$ cat src/rtl/l2_chan_fifo_bank.sv
// Bank of independent first-word-fall-through valid/ready FIFOs, one per L2 message channel,
// with per-channel output hold, bank-wide flush, occupancy and sticky high-watermark.
module l2_chan_fifo_bank #(
  parameter int unsigned NUM_CH = 5,
  parameter int unsigned WIDTH  = 64,
  parameter int unsigned DEPTH  = 4,
  parameter int unsigned CW     = $clog2(DEPTH + 1)
) (
  input  logic                    clk,
  input  logic                    rst,
  input  logic [NUM_CH-1:0]       in_valid,
  input  logic [NUM_CH*WIDTH-1:0] in_data,
  output logic [NUM_CH-1:0]       in_ready,
  output logic [NUM_CH-1:0]       out_valid,
  output logic [NUM_CH*WIDTH-1:0] out_data,
  input  logic [NUM_CH-1:0]       out_ready,
  input  logic [NUM_CH-1:0]       hold,
  input  logic                    flush,
  input  logic                    wm_clr,
  output logic [NUM_CH*CW-1:0]    occupancy,
  output logic [NUM_CH*CW-1:0]    watermark
);

  localparam int unsigned PW = $clog2(DEPTH);

  for (genvar i = 0; i < NUM_CH; i++) begin : g_ch
    logic [WIDTH-1:0] mem_q [DEPTH];
    logic [PW-1:0]    head_q, tail_q;
    logic [CW-1:0]    count_q, count_d;
    logic [CW-1:0]    wm_q, wm_d;
    logic             push, pop;

    // in_ready depends on registered count only, never on out_ready.
    assign in_ready[i]  = (count_q != CW'(DEPTH));
    assign out_valid[i] = (count_q != '0) && !hold[i];
    assign push         = in_valid[i] && in_ready[i];
    assign pop          = out_valid[i] && out_ready[i];

    assign out_data[i*WIDTH +: WIDTH] = mem_q[head_q];
    assign occupancy[i*CW +: CW]      = count_q;
    assign watermark[i*CW +: CW]      = wm_q;

    always_comb begin
      count_d = count_q;
      if (flush) begin
        count_d = '0;
      end else if (push && !pop) begin
        count_d = count_q + CW'(1);
      end else if (pop && !push) begin
        count_d = count_q - CW'(1);
      end
    end

    // wm_clr keeps the post-edge level; combined with flush that level is zero.
    always_comb begin
      wm_d = wm_q;
      if (wm_clr) begin
        wm_d = count_d;
      end else if (count_d > wm_q) begin
        wm_d = count_d;
      end
    end

    always_ff @(posedge clk or negedge rst) begin
      if (!rst) begin
        head_q  <= '0;
        tail_q  <= '0;
        count_q <= '0;
        wm_q    <= '0;
        for (int k = 0; k < DEPTH; k++) begin
          mem_q[k] <= '0;
        end
      end else begin
        count_q <= count_d;
        wm_q    <= wm_d;
        if (flush) begin
          head_q <= '0;
          tail_q <= '0;
        end else begin
          if (push) begin
            mem_q[tail_q] <= in_data[i*WIDTH +: WIDTH];
            tail_q        <= tail_q + PW'(1);
          end
          if (pop) begin
            head_q <= head_q + PW'(1);
          end
        end
      end
    end
  end

endmodule

$ cat config.mk
export PLATFORM = sky130hd
export DESIGN_NAME = l2_chan_fifo_bank
export DESIGN_NICKNAME = d
export VERILOG_FILES = /design/src/rtl/l2_chan_fifo_bank.sv
export SDC_FILE = /design/constraint.sdc
export NUM_CORES = 2
export LEC_CHECK = 0
export BUFFER_PORTS_ARGS = -buffer_cell sky130_fd_sc_hd__buf_2
export CORE_UTILIZATION = 55
export CTS_CLUSTER_DIAMETER = 50
export DETAILED_ROUTE_END_ITERATION = 8
export GPL_ROUTABILITY_DRIVEN = 0
export PLACE_DENSITY = 0.72
export SYNTH_ARGS = -nofsm -noshare
export SYNTH_HDL_FRONTEND = slang
export SYNTH_SLANG_ARGS = --single-unit
$ cat constraint.sdc
create_clock -name clk -period 8.17 [get_ports clk]
set_clock_uncertainty 0.15 [all_clocks]
set_input_delay 0.4085 -clock clk [delete_from_list [all_inputs] [get_ports clk]]
set_output_delay 0.4085 -clock clk [all_outputs]
set_load 0.02 [all_outputs]
# Yosys cells after proc, flatten, opt, wreduce, memory -nomap -nowiden
# Cells that the tools add are included.
# W data, S select, Z words.
dict set report totals {
  reg_bits 1330
  in_bits 339
  wordCells 241
}
dict set report classes {
  n_addsub 20
  order_cmp 20
  eq_ne 5
  mux 75
  bitwise_logic 11
  n_reduce_logical 70
}
# op n
set ops {}
lappend ops {{$bwmux W256} 5}
lappend ops {{$mux W64} 15}
lappend ops {{$bmux W64 S2} 5}
lappend ops {{$demux W64 S2} 5}
lappend ops {{$mux W3} 25}
lappend ops {{$mux W2} 20}
lappend ops {{$ge A3 B3 Y1 const B} 10}
lappend ops {{$logic_and A1 B1 Y1} 30}
lappend ops {{$not A2 Y3} 10}
lappend ops {{$reduce_bool A2 Y1} 15}
lappend ops {{$add A2 B1 Y2 const B} 10}
lappend ops {{$add A3 B1 Y3 const B} 5}
lappend ops {{$gt A3 B3 Y1} 5}
lappend ops {{$logic_not A1 Y1} 15}
lappend ops {{$lt A3 B1 Y1 const B} 5}
lappend ops {{$ne A3 B3 Y1 const B} 5}
lappend ops {{$reduce_bool A3 Y1} 5}
lappend ops {{$sub A3 B1 Y3 const B} 5}
lappend ops {{$reduce_and A2 Y1} 5}
lappend ops {{$not A1 Y1} 1}

# Logic depth before layout (Yosys ltp)
dict set report logic_depth {
  depth_word 10
  depth_mapped 11
}

# Worst setup path before layout
# Ideal clock, no wire load.
dict set report synth_timing {
  kind {reg2reg}
  from {register g_ch[0].count_q[0]}
  to {register g_ch[0].wm_q[0]}
  setup_time_ps 132
  arrival_time_ps 2916
  required_time_ps 7888
  setup_slack_ps 4972
  path_stages_with_launch 12
  synth_period_minus_slack_ps 3198
  cell_sequence {dfrtp_1 > inv_1 > ha_1 > a21boi_1 > o21ai_0 > a211oi_1 > nor3_1 > ha_1 > nor2b_1 > o311ai_0 > and2_1 > o21ai_0}
}
dict set report synth_via {
  elab_chain_len 9
}
# element line
set synth_lines {}
lappend synth_lines {{from (decl)} 29} ;# logic [CW-1:0] count_q, count_d;
lappend synth_lines {{from (signal assigned)} 74} ;# count_q <= count_d;
lappend synth_lines {{parallel branches: the longest is 5 deep, another holds $sub A3 B1 Y3} n/a}
lappend synth_lines {{$mux W3 (*)} 47} ;# end else if (push && !pop) begin
lappend synth_lines {{$mux W3 (*)} 45} ;# if (flush) begin
lappend synth_lines {{via g_ch[0].count_d[1]} 29}
lappend synth_lines {{$gt A3 B3 Y1 (*)} 59} ;# end else if (count_d > wm_q) begin
lappend synth_lines {{$reduce_bool A2 Y1 (no line) (*)} n/a}
lappend synth_lines {{to (signal assigned)} 75} ;# wm_q <= wm_d;
lappend synth_lines {{to (decl)} 30} ;# logic [CW-1:0] wm_q, wm_d;
# Mark *: on every way through the listed nets, which the timed path passes. The select of a mux whose other input is x is not followed.
# A chain may end at the register's enable or synchronous reset.

# Worst setup path in the final report
dict set report layout_timing {
  from {register g_ch[0].head_q[0]}
  to {output port out_data[14]}
}
dict set report layout_via {
  elab_chain_len 4
}
# element line
set layout_lines {}
lappend layout_lines {{from (decl)} 28} ;# logic [PW-1:0] head_q, tail_q;
lappend layout_lines {{from (signal assigned)} 85} ;# head_q <= head_q + PW'(1);
lappend layout_lines {{$not A2 Y3 (not written as such)} 39} ;# assign out_data[i*WIDTH +: WIDTH] = mem_q[head_q];
lappend layout_lines {{$bmux W64 S2} 39}
lappend layout_lines {{$mux W64 (not written as such) (2 in a row)} 39}
lappend layout_lines {{to (decl)} 15} ;# output logic [NUM_CH*WIDTH-1:0] out_data,
# Every way passes these cells. The select of a mux whose other input is x is not followed.

==> flow_summary.toml <==
[timing]
rsz0062_at_grt = "false"
tns_ps = 0
post-route-worst-setup-slack_ps = 4391
fin_crit_ps = 3779
hold_viol = 0
fmax_mhz = 264.6
fin_crit_sh = 0.4626
finalSetupViolCount = 0
slew_headroom = 0.2526
worst_pin_slew_ps = 1121
maxSlewViolCount = 0

[clock_tree]
cts_buffer_depth = 3
numCtsBuffers = 150
tritoncts = "done"
clock_latency_ps = 750
clkTransAtPathRegs_ps = 60
h-tree-depth = 4
post_cts_resized = 0
cts_root_buf = "clkbuf_16"
clock_sinks = 1330

[global_routing]
grt.total_usage = 0.2563
antenna_found_initial = 24
grt_max_degree = 158
gr-total-overflow = 0
grt_pass1_wl_um = 216200
grt_pass1_vias = 37092

[setup_path]
cp-start-kind = "register"
crit_arrival_ps = 3220
cp_max_fo = 40
reg2reg_from = "g_ch[0].count_q[1]"
crit_type = "reg2out"
r2r-end = "g_ch[0].wm_q[0]"
rrSetupSlack_ps = 4660
worstPathRequired_ps = 7610
end_kind = "primary output"
reg2reg_depth = 11

[synth]
synth_area_um2 = 59300
syn_area_per_cell_um2 = 17.11
synth-main-ff-cell = "dfrtp_1"
yosysSeqAreaShare = 0.5612
synth_cells = 3466
synth_edf_count = 0
synthDistinctLibCells = 44
ys_warn_count = 0
ys_ff_latch = 1330
syn_nets = 3855
async_flop_share = 1.000

[cells_and_area]
final.fill_count = 7326
layout.cells.most_common = "dfrtp_1"
final_cell_mix = "dfrtp_1 (1,320), mux2_2 (1,045), buf_2 (697)"
nets = 4878
syn2layout_area_growth_pct = 22.22
drive_gt1_frac = 0.5703
stdcell_count = 6032

[placement]
dp_cells = 5403
place_hpwl_um = 87240
portBuffers = 698
dp_slack_ps = 4539

[detailed_routing]
dr.pass1.iters = 5
drt_iter0_drc = 1462
vias_per_cell = 5.676
wl_um = 138900
route.detailed.drc = 0
routedWlPerCell_um = 23.03
vias = 34237
ant_nets = 0

[floorplan]
dieArea_um2 = 109100
core.rowCount = 120
die_w_um = 330.4
core_um2 = 107100
ioPinCount = 699
die_h_um = 330.4
start_util = 0.5540

[power]
pwr_density_cell_nw_per_um2 = 351.9
ir_drop_uv = 237.2
power_mw = 25.51
p_leak_nw = 33.77

[hold_path]
worstHoldEndpoint = "g_ch[1].head_q[1]"
hold_path.class = "in2reg"
whs_path_depth = 5
min-delay-start = "out_ready[1]"

[run_status]
status = "finished, final reports clean"

[run]
drv_cap = 0
flip-flops by register name (all words and copies together), names as in the netlist:
| signal | cells |
|---|---|
| g_ch.head_q | 10 |
| g_ch.wm_q | 15 |
| g_ch.count_q | 15 |
| g_ch.tail_q | 10 |
| g_ch.mem_q | 1280 |
through the flow:
stage / hold WS (ps) / utilization / cell area (um^2)
after floorplan: -37.09 / - / 59300
after global placement: 331.1 / 0.5971 / 63920
after detailed placement: 336.7 / 0.5971 / 63920
after CTS: 3.482 / 0.6766 / 72440
after global routing: 73.94 / 0.6770 / 72480
final: 55.17 / 0.6771 / 72480
power breakdown:
group	internal (mW)	total (mW)	switching [mW]
registers	9.20	10.6	1.38
clock network	4.17	6.91	2.74
logic	4.37	8.02	3.65
cell type report:
cell class                 count  area [um^2]  area share
clock inverter                55        674.4    0.009304
inverter                      45        168.9    0.002330
multi-input combinational   1888        24830      0.3425
timing repair buffer        1074         7237     0.09984
tap                         1403         1755     0.02422
sequential                  1330        33310      0.4595
clock buffer                 218         4467     0.06162
antenna                       19        47.55   0.0006559
worst max-delay path, stage by stage (launching register included):
cell,delay (ps)
dfrtp_4,970
buf_4,660
mux4_2,610
buf_2,180
layer usage:
| metal | wire length (um) | track usage | vias up |
|---|---|---|---|
| met2 | 68200 | 0.4149 | 757 |
| li1 | - | - | 15069 |
| met1 | 56570 | 0.3286 | 18148 |
| met4 | 5063 | 0.1011 | 12 |
| met3 | 9003 | 0.07145 | 251 |
| met5 | 72 | 0 | - |
synthesized netlist by cell type, drive strengths merged (9+ instances only):
cell type | instances | area [um^2]
a211oi | 10 | 75.07
a21oi | 14 | 70.07
buf | 172 | 992.2
clkbuf | 31 | 116.4
dfrtp | 1330 | 33280
ha | 50 | 625.6
inv | 45 | 168.9
mux2 | 1285 | 15370
mux4 | 320 | 7207
nand2 | 33 | 193.9
nand2b | 10 | 62.56
nand3 | 14 | 70.07
nor2 | 25 | 118.9
nor2b | 12 | 75.07
nor3 | 23 | 115.1
o211a | 9 | 90.09
o211ai | 9 | 67.56
o21ai | 12 | 60.06
o41ai | 10 | 87.58
xnor2 | 12 | 105.1
cells by family after synthesis:
logic type | count (synthesis) | share of synthesized area
muxes | 1609 | 0.3814
adders and majority gates | 50 | 0.01055
buffers and inverters | 248 | 0.02154
AOI/OAI and AO/OA | 87 | 0.01120
DFF | 1330 | 0.5612
and+or+nand+nor | 125 | 0.01160
xor gates and xnor gates | 17 | 0.002511
timing repair:
action,in CTS,in global routing
buffers inserted,0,0
hold endpoints to repair,1429,0
hold buffers,337,0
worst max-delay path by stage:
stage	from	endpoint	slack, ps	cells past startpoint
finish	g_ch[0].head_q[0]	out_data[14]	4390	3
global route	g_ch[0].head_q[0]	out_data[14]	4140	3
CTS	g_ch[0].head_q[0]	out_data[14]	4230	3
detailed placement	flush	g_ch[1].mem_q[189]	4540	6
global placement	flush	g_ch[1].mem_q[191]	4590	6
floorplan	g_ch[0].count_q[0]	g_ch[0].wm_q[0]	4970	11
Note: power is estimated with default switching activity, not from simulation.
